### src/rtl/seven_segment_mux.sv
// seven_segment_mux: N-digit multiplexed 7-segment driver with a sequential double-dabble converter.
// Define SEVSEG_BLANK_EN to enable leading-zero blanking.
module seven_segment_mux #(
    parameter int NUM_DIGITS   = 4,
    parameter int DATA_W       = 16,
    parameter int REFRESH_BITS = 18
) (
    input  logic                  clk,
    input  logic                  reset_n,
    input  logic [DATA_W-1:0]     value,
    input  logic                  load,
    input  logic                  hex_mode,
    input  logic [NUM_DIGITS-1:0] dp_mask,
    output logic                  busy,
    output logic                  overflow,
    output logic [NUM_DIGITS-1:0] anode,
    output logic [6:0]            seg,
    output logic                  dp
);
    localparam int BCD_DIGITS = (DATA_W * 302 + 999) / 1000 + 1;
    localparam int BCD_W      = 4 * BCD_DIGITS;
    localparam int DISP_W     = 4 * NUM_DIGITS;
    localparam int IDX_W      = (NUM_DIGITS > 1) ? $clog2(NUM_DIGITS) : 1;
    localparam int CNT_W      = $clog2(DATA_W + 1);
    localparam int BEXT_W     = BCD_W + DISP_W;
    localparam int HEXT_W     = DATA_W + DISP_W;

    typedef enum logic [1:0] {
        S_IDLE  = 2'd0,
        S_SHIFT = 2'd1,
        S_DONE  = 2'd2
    } state_t;

    function automatic logic [BCD_W-1:0] dd_adjust(input logic [BCD_W-1:0] bcd);
        logic [BCD_W-1:0] res;
        res = bcd;
        for (int i = 0; i < BCD_DIGITS; i++) begin
            if (bcd[4*i +: 4] >= 4'd5) begin
                res[4*i +: 4] = bcd[4*i +: 4] + 4'd3;
            end else begin
                res[4*i +: 4] = bcd[4*i +: 4];
            end
        end
        return res;
    endfunction

    function automatic logic [6:0] seg_decode(input logic [3:0] nib);
        logic [6:0] s;
        case (nib)
            4'h0:    s = 7'b0000001;
            4'h1:    s = 7'b1001111;
            4'h2:    s = 7'b0010010;
            4'h3:    s = 7'b0000110;
            4'h4:    s = 7'b1001100;
            4'h5:    s = 7'b0100100;
            4'h6:    s = 7'b0100000;
            4'h7:    s = 7'b0001111;
            4'h8:    s = 7'b0000000;
            4'h9:    s = 7'b0000100;
            4'hA:    s = 7'b0001000;
            4'hB:    s = 7'b1100000;
            4'hC:    s = 7'b0110001;
            4'hD:    s = 7'b1000010;
            4'hE:    s = 7'b0110000;
            4'hF:    s = 7'b0111000;
            default: s = 7'h7F;
        endcase
        return s;
    endfunction

    state_t                  r_state;
    state_t                  w_state_nx;
    logic [CNT_W-1:0]        r_cnt;
    logic [DATA_W-1:0]       r_shift;
    logic [BCD_W-1:0]        r_bcd;
    logic                    r_cap_hex;
    logic [NUM_DIGITS-1:0]   r_cap_dp;
    logic                    r_pend;
    logic [DATA_W-1:0]       r_pend_val;
    logic                    r_pend_hex;
    logic [NUM_DIGITS-1:0]   r_pend_dp;
    logic [DISP_W-1:0]       r_disp;
    logic [NUM_DIGITS-1:0]   r_disp_dp;
    logic                    r_disp_ovf;
    logic                    r_busy;
    logic [REFRESH_BITS-1:0] r_presc;
    logic [IDX_W-1:0]        r_idx;
    logic [NUM_DIGITS-1:0]   r_anode;
    logic [6:0]              r_seg;
    logic                    r_dp;

    logic                    w_capture;
    logic                    w_step;
    logic                    w_commit;
    logic [DATA_W-1:0]       w_src_val;
    logic                    w_src_hex;
    logic [NUM_DIGITS-1:0]   w_src_dp;
    logic [BCD_W-1:0]        w_adj;
    logic [BEXT_W-1:0]       w_bcd_ext;
    logic [HEXT_W-1:0]       w_hex_ext;
    logic [DISP_W-1:0]       w_new_disp;
    logic                    w_new_ovf;
    logic [NUM_DIGITS-1:0]   w_blank;
    logic [3:0]              w_digit;
    logic                    w_blank_cur;
    logic                    w_dp_cur;
    logic [NUM_DIGITS-1:0]   w_anode_nx;
    logic [6:0]              w_seg_nx;

    // A load in the current cycle always beats the pending copy (last load wins).
    always_comb begin
        if (load) begin
            w_src_val = value;
            w_src_hex = hex_mode;
            w_src_dp  = dp_mask;
        end else begin
            w_src_val = r_pend_val;
            w_src_hex = r_pend_hex;
            w_src_dp  = r_pend_dp;
        end
    end

    // Converter state register.
    always_ff @(posedge clk or negedge reset_n) begin
        if (!reset_n) begin
            r_state <= S_IDLE;
        end else begin
            r_state <= w_state_nx;
        end
    end

    // Converter next-state logic; DONE chains directly into the next capture.
    always_comb begin
        w_state_nx = r_state;
        case (r_state)
            S_IDLE: begin
                if (load) begin
                    w_state_nx = hex_mode ? S_DONE : S_SHIFT;
                end else begin
                    w_state_nx = S_IDLE;
                end
            end
            S_SHIFT: begin
                if (r_cnt == CNT_W'(DATA_W - 1)) begin
                    w_state_nx = S_DONE;
                end else begin
                    w_state_nx = S_SHIFT;
                end
            end
            S_DONE: begin
                if (load || r_pend) begin
                    w_state_nx = w_src_hex ? S_DONE : S_SHIFT;
                end else begin
                    w_state_nx = S_IDLE;
                end
            end
            default: w_state_nx = S_IDLE;
        endcase
    end

    // Converter control strobes.
    always_comb begin
        w_capture = 1'b0;
        w_step    = 1'b0;
        w_commit  = 1'b0;
        case (r_state)
            S_IDLE:  w_capture = load;
            S_SHIFT: w_step = 1'b1;
            S_DONE: begin
                w_commit  = 1'b1;
                w_capture = load | r_pend;
            end
            default: w_capture = 1'b0;
        endcase
    end

    assign w_adj = dd_adjust(r_bcd);

    // Capture operands and run one double-dabble step per SHIFT cycle.
    always_ff @(posedge clk or negedge reset_n) begin
        if (!reset_n) begin
            r_shift   <= '0;
            r_bcd     <= '0;
            r_cnt     <= '0;
            r_cap_hex <= 1'b0;
            r_cap_dp  <= '0;
        end else if (w_capture) begin
            r_shift   <= w_src_val;
            r_bcd     <= '0;
            r_cnt     <= '0;
            r_cap_hex <= w_src_hex;
            r_cap_dp  <= w_src_dp;
        end else if (w_step) begin
            r_bcd   <= {w_adj[BCD_W-2:0], r_shift[DATA_W-1]};
            r_shift <= {r_shift[DATA_W-2:0], 1'b0};
            r_cnt   <= r_cnt + CNT_W'(1);
        end else begin
            r_cnt <= r_cnt;
        end
    end

    // One-deep pending slot for loads that arrive while a conversion is running.
    always_ff @(posedge clk or negedge reset_n) begin
        if (!reset_n) begin
            r_pend     <= 1'b0;
            r_pend_val <= '0;
            r_pend_hex <= 1'b0;
            r_pend_dp  <= '0;
        end else if (w_capture) begin
            r_pend <= 1'b0;
        end else if (load && (r_state != S_IDLE)) begin
            r_pend     <= 1'b1;
            r_pend_val <= value;
            r_pend_hex <= hex_mode;
            r_pend_dp  <= dp_mask;
        end else begin
            r_pend <= r_pend;
        end
    end

    // Zero-extend both result forms so any digit count can be sliced and overflow-checked.
    always_comb begin
        w_bcd_ext = '0;
        w_bcd_ext[BCD_W-1:0] = r_bcd;
        w_hex_ext = '0;
        w_hex_ext[DATA_W-1:0] = r_shift;
        if (r_cap_hex) begin
            w_new_disp = w_hex_ext[DISP_W-1:0];
            w_new_ovf  = |(w_hex_ext >> DISP_W);
        end else begin
            w_new_disp = w_bcd_ext[DISP_W-1:0];
            w_new_ovf  = |(w_bcd_ext >> DISP_W);
        end
    end

    // Display register: updated atomically so the scan never sees a partial result.
    always_ff @(posedge clk or negedge reset_n) begin
        if (!reset_n) begin
            r_disp     <= '0;
            r_disp_dp  <= '0;
            r_disp_ovf <= 1'b0;
            r_busy     <= 1'b0;
        end else begin
            if (w_commit) begin
                r_disp     <= w_new_disp;
                r_disp_dp  <= r_cap_dp;
                r_disp_ovf <= w_new_ovf;
            end else begin
                r_disp_ovf <= r_disp_ovf;
            end
            r_busy <= (w_state_nx != S_IDLE);
        end
    end

`ifdef SEVSEG_BLANK_EN
    logic w_zero_above;

    // A digit blanks only if it and every digit to its left are zero.
    always_comb begin
        w_zero_above = 1'b1;
        w_blank      = '0;
        for (int i = NUM_DIGITS - 1; i >= 1; i--) begin
            if (r_disp[4*i +: 4] != 4'd0) begin
                w_zero_above = 1'b0;
            end else begin
                w_zero_above = w_zero_above;
            end
            w_blank[i] = w_zero_above & ~r_disp_ovf;
        end
    end
`else
    assign w_blank = '0;
`endif

    // Select the current digit and build the next anode/segment/dp values.
    always_comb begin
        w_digit     = 4'd0;
        w_blank_cur = 1'b0;
        w_dp_cur    = 1'b0;
        w_anode_nx  = '1;
        for (int i = 0; i < NUM_DIGITS; i++) begin
            if (r_idx == IDX_W'(i)) begin
                w_digit       = r_disp[4*i +: 4];
                w_blank_cur   = w_blank[i];
                w_dp_cur      = r_disp_dp[i];
                w_anode_nx[i] = 1'b0;
            end else begin
                w_anode_nx[i] = 1'b1;
            end
        end
        if (r_disp_ovf) begin
            w_seg_nx = 7'b1111110;
        end else if (w_blank_cur) begin
            w_seg_nx = 7'h7F;
        end else begin
            w_seg_nx = seg_decode(w_digit);
        end
    end

    // Refresh prescaler and digit index.
    always_ff @(posedge clk or negedge reset_n) begin
        if (!reset_n) begin
            r_presc <= '0;
            r_idx   <= '0;
        end else begin
            r_presc <= r_presc + REFRESH_BITS'(1);
            if (&r_presc) begin
                r_idx <= (r_idx == IDX_W'(NUM_DIGITS - 1)) ? '0 : r_idx + IDX_W'(1);
            end else begin
                r_idx <= r_idx;
            end
        end
    end

    // Registered display pins.
    always_ff @(posedge clk or negedge reset_n) begin
        if (!reset_n) begin
            r_anode <= '1;
            r_seg   <= 7'h7F;
            r_dp    <= 1'b1;
        end else begin
            r_anode <= w_anode_nx;
            r_seg   <= w_seg_nx;
            r_dp    <= ~w_dp_cur;
        end
    end

    assign busy     = r_busy;
    assign overflow = r_disp_ovf;
    assign anode    = r_anode;
    assign seg      = r_seg;
    assign dp       = r_dp;
endmodule

### config.mk
export PLATFORM = sky130hd
export DESIGN_NAME = seven_segment_mux
export DESIGN_NICKNAME = d
export VERILOG_FILES = /design/src/rtl/seven_segment_mux.sv
export SDC_FILE = /design/constraint.sdc
export NUM_CORES = 1
export LEC_CHECK = 0
export BUFFER_PORTS_ARGS = -buffer_cell sky130_fd_sc_hd__buf_2
export CAP_MARGIN = 20
export CORE_ASPECT_RATIO = 0.75
export CORE_UTILIZATION = 35
export DETAILED_ROUTE_END_ITERATION = 12
export GPL_TIMING_DRIVEN = 0
export PLACE_DENSITY_LB_ADDON = 0.25
export SLEW_MARGIN = 20
export SYNTH_ARGS = -nofsm -noshare
export SYNTH_HDL_FRONTEND = slang
export SYNTH_SLANG_ARGS = --single-unit
### constraint.sdc
create_clock -name clk -period 2.7 [get_ports clk]
set_input_delay 0.54 -clock clk [delete_from_list [all_inputs] [get_ports clk]]
set_output_delay 0.54 -clock clk [all_outputs]
set_load 0.005 [all_outputs]
==> metrics <==
CP required=3030 ps; Worst Tran Pin Value=742 ps; Cells after Synth=583; CTS tree=built; critical path's slowest cell=dfrtp_1; status=finished, final reports clean; grt ovf=0; # rows=42; fmax=398 MHz; Final Cycle Share=0.932; DR iter-0 viols=283; Crit Path Category=reg -> reg; core box area=17700 µm²; GPL Wtd Cong=0.825; vias in the first global route=4564; sequential share of the synthesized area=0.506; largest area contributor in the netlist=dfrtp_1; GRT Total Usage=0.161; post-DP HPWL=10.1 mm; Arr. time, crit path=2840 ps; final worst path period need=2520 ps; crit-path cells=inv_1 -> ha_1 -> buf_6 -> nor2b_1 -> a221o_2 -> a21oi_4 -> ha_1 -> inv_1 -> a2111oi_4 -> a31oi_1 -> o221ai_1; CTS clock-pin slew for the worst setup and hold paths=60 ps; n_diodes=0; htree depth=4; most frequent cells in the layout=dfrtp_1 (116), nand2_1 (65), buf_2 (43); RSZ-0062 raised after global routing=false; cell family with most CP delay=compound AO/OA/AOI/OAI gates; first-pass GRT wire length=23.1 mm; VDD IR max=0.468 mV; wirelength, routed=14.0 mm; Post-synth ARST share=1.00; Post-synth EDFFs=0; Initial Utilization=0.359; clk buf depth=2; DIE AREA=18700 µm²; pre-CTS setup slack=-352 ps; # setup viols final=0; total leakage power=3.32 nW; CP max FO=10; post-route ant nets=0; Yosys cell types=61; Vias/cell=5.04; Min-Delay Path Class=in -> async; clk_skew=5.30 ps; vias=4512; share of cells above drive strength 1=0.211; PnR worst setup slack=185 ps; Max Cap Viol=0; max-slew violations=0; crit path launch type=register; DR pass1 iterations=5; Area Growth Syn to Fin=17.5%; Final Power=8.03 mW; largest net degree at the start of global routing=70; commonest non-fill, non-tap cell in the layout=dfrtp_1; max_slew headroom=0.505; DRC=0; net count after synthesis=634; Buffers on Ports=36; # clock sinks=128; Reg2Reg Setup Slack=180 ps; Top Ports=38; Fin. Hold Viols=0; flop and latch count out of synthesis=128; Die H=119 µm; Syn. warnings=0; initial antenna violation count=0; fin util=0.422; Setup crit end kind=register; Avg Inst Size Synth=10.9 µm²; root buf cell=clkbuf_16; Synth top area share=0.456; Buf/Inv on CP=3; wire per inst=15.7 µm; Top FF cell, synth=dfrtp_1; Synth area leaders=dfrtp_1 (46%), mux2i_1 (5.7%), mux2_2 (5.7%), ha_1 (5.3%), dfstp_2 (5.0%); die width=158 µm; CTS Buf Count=17; delay of the slowest critical-path stage=410 ps; Final nets=691; mapped cell area=6360 µm²; Power Dens Cells=1070 nW/µm²; clk_lat worst skew=410 ps
[state kept, by name, summed over array words and instances (netlist names), 4 cells and up]
register and count:
r_bcd 24, r_shift 16, r_pend_dp 4, r_presc 18, r_disp 16, r_disp_dp 4
seg 7, r_cap_dp 4, r_cnt 5, anode 4, r_pend_val 16
[cells by family (layout without fill, tap and decap cells)]
logic type | after synthesis | count (layout) | share of synthesized area
buffers and inverters | 59 | 129 | 0.0409
flip-flops | 128 | 128 | 0.506
XOR/XNOR | 29 | 29 | 0.0399
AO/OA/AOI/OAI | 118 | 118 | 0.129
multiplexers | 68 | 68 | 0.113
adder cells (fa/ha/maj) | 27 | 27 | 0.0531
AND/OR/NAND/NOR | 154 | 154 | 0.118
[per-stage QoR]
stage	std cells	instance area (µm²)	hold WS [ps]	setup TNS, ps
after floorplan	583	6360	244	0
after global placement	861	6850	410	-67260
after detailed placement	862	6880	414	-694
after CTS	894	7440	65.9	0
after global routing	895	7480	84.0	0
final	895	7480	66.6	0
[cells in the mapped netlist, drive strengths merged (2+ instances only)]
| cell type | number |
|---|---|
| mux2 | 32 |
| nand3 | 16 |
| nand2b | 8 |
| nor2 | 27 |
| a211o | 2 |
| o22ai | 13 |
| nand2 | 65 |
| and2 | 3 |
| dfrtp | 116 |
| and3 | 3 |
| o21ai | 38 |
| nand3b | 2 |
| o2111ai | 2 |
| ha | 27 |
| mux2i | 36 |
| a221o | 15 |
| a31oi | 4 |
| or2 | 2 |
| nand4 | 6 |
| a21oi | 11 |
| buf | 19 |
| a211oi | 6 |
| or3 | 2 |
| nor2b | 4 |
| a21o | 3 |
| o211ai | 6 |
| clkbuf | 12 |
| inv | 28 |
| o221ai | 2 |
| nor3b | 2 |
| dfstp | 12 |
| nor3 | 7 |
| xor2 | 12 |
| o21a | 2 |
| xnor2 | 17 |
| o32ai | 5 |
[timing repair]
action                     CTS  global route
setup endpoints to repair    2             5
resized for setup            3             5
setup buffers                0             1
pin swaps                    0             1
hold buffers                 0             0
[layout make-up]
type                    count  area, µm²
flip-flops and latches    128       3220
plain buffers              31        155
well taps                 242        303
multi-input cells         396       2930
inverters                  28        105
fillers                  1695      10200
clock inverters            10       88.8
repair buffers             38        225
clock buffers              22        454
[worst paths after layout]
check | startpoint | end | cells past startpoint
worst min-delay path | reset_n | r_cap_dp[1]$_DFFE_PN0P_ | 1
min in group clk | value[1] | r_pend_val[1]$_DFFE_PN0P_ | 2
max in group asynchronous | reset_n | r_bcd[17]$_DFFE_PN0P_ | 2
worst min register to register | r_disp_dp[3]$_DFFE_PN0N_ | dp$_DFF_PN1_ | 1
worst max-delay path | r_idx[1]$_DFFE_PN0P_ | seg[2]$_DFF_PN1_ | 11
worst max register to register | r_idx[1]$_DFFE_PN0P_ | seg[2]$_DFF_PN1_ | 11
[routing by layer]
layer | wire length (µm) | part of all wire | track usage
met3 | 622 | 0.044 | 0.0440
met1 | 7310 | 0.52 | 0.241
met4 | 136 | 0.0097 | 0.0473
met2 | 5950 | 0.42 | 0.221
met5 | 0 | 0 | 0
[power by group]
group	internal, mW	switching [mW]
Sequential	2.67	0.529
Combinational	1.21	1.51
Clock	1.28	0.831
Total	5.16	2.87
[worst register-to-register path, stage by stage (launching register included)]
cell	delay, ps
dfrtp_1	410
inv_1	90
ha_1	200
buf_6	150
nor2b_1	60
a221o_2	370
a21oi_4	170
ha_1	190
inv_1	110
a2111oi_4	390
a31oi_1	90
o221ai_1	200
(Power assumes the default switching activity.)
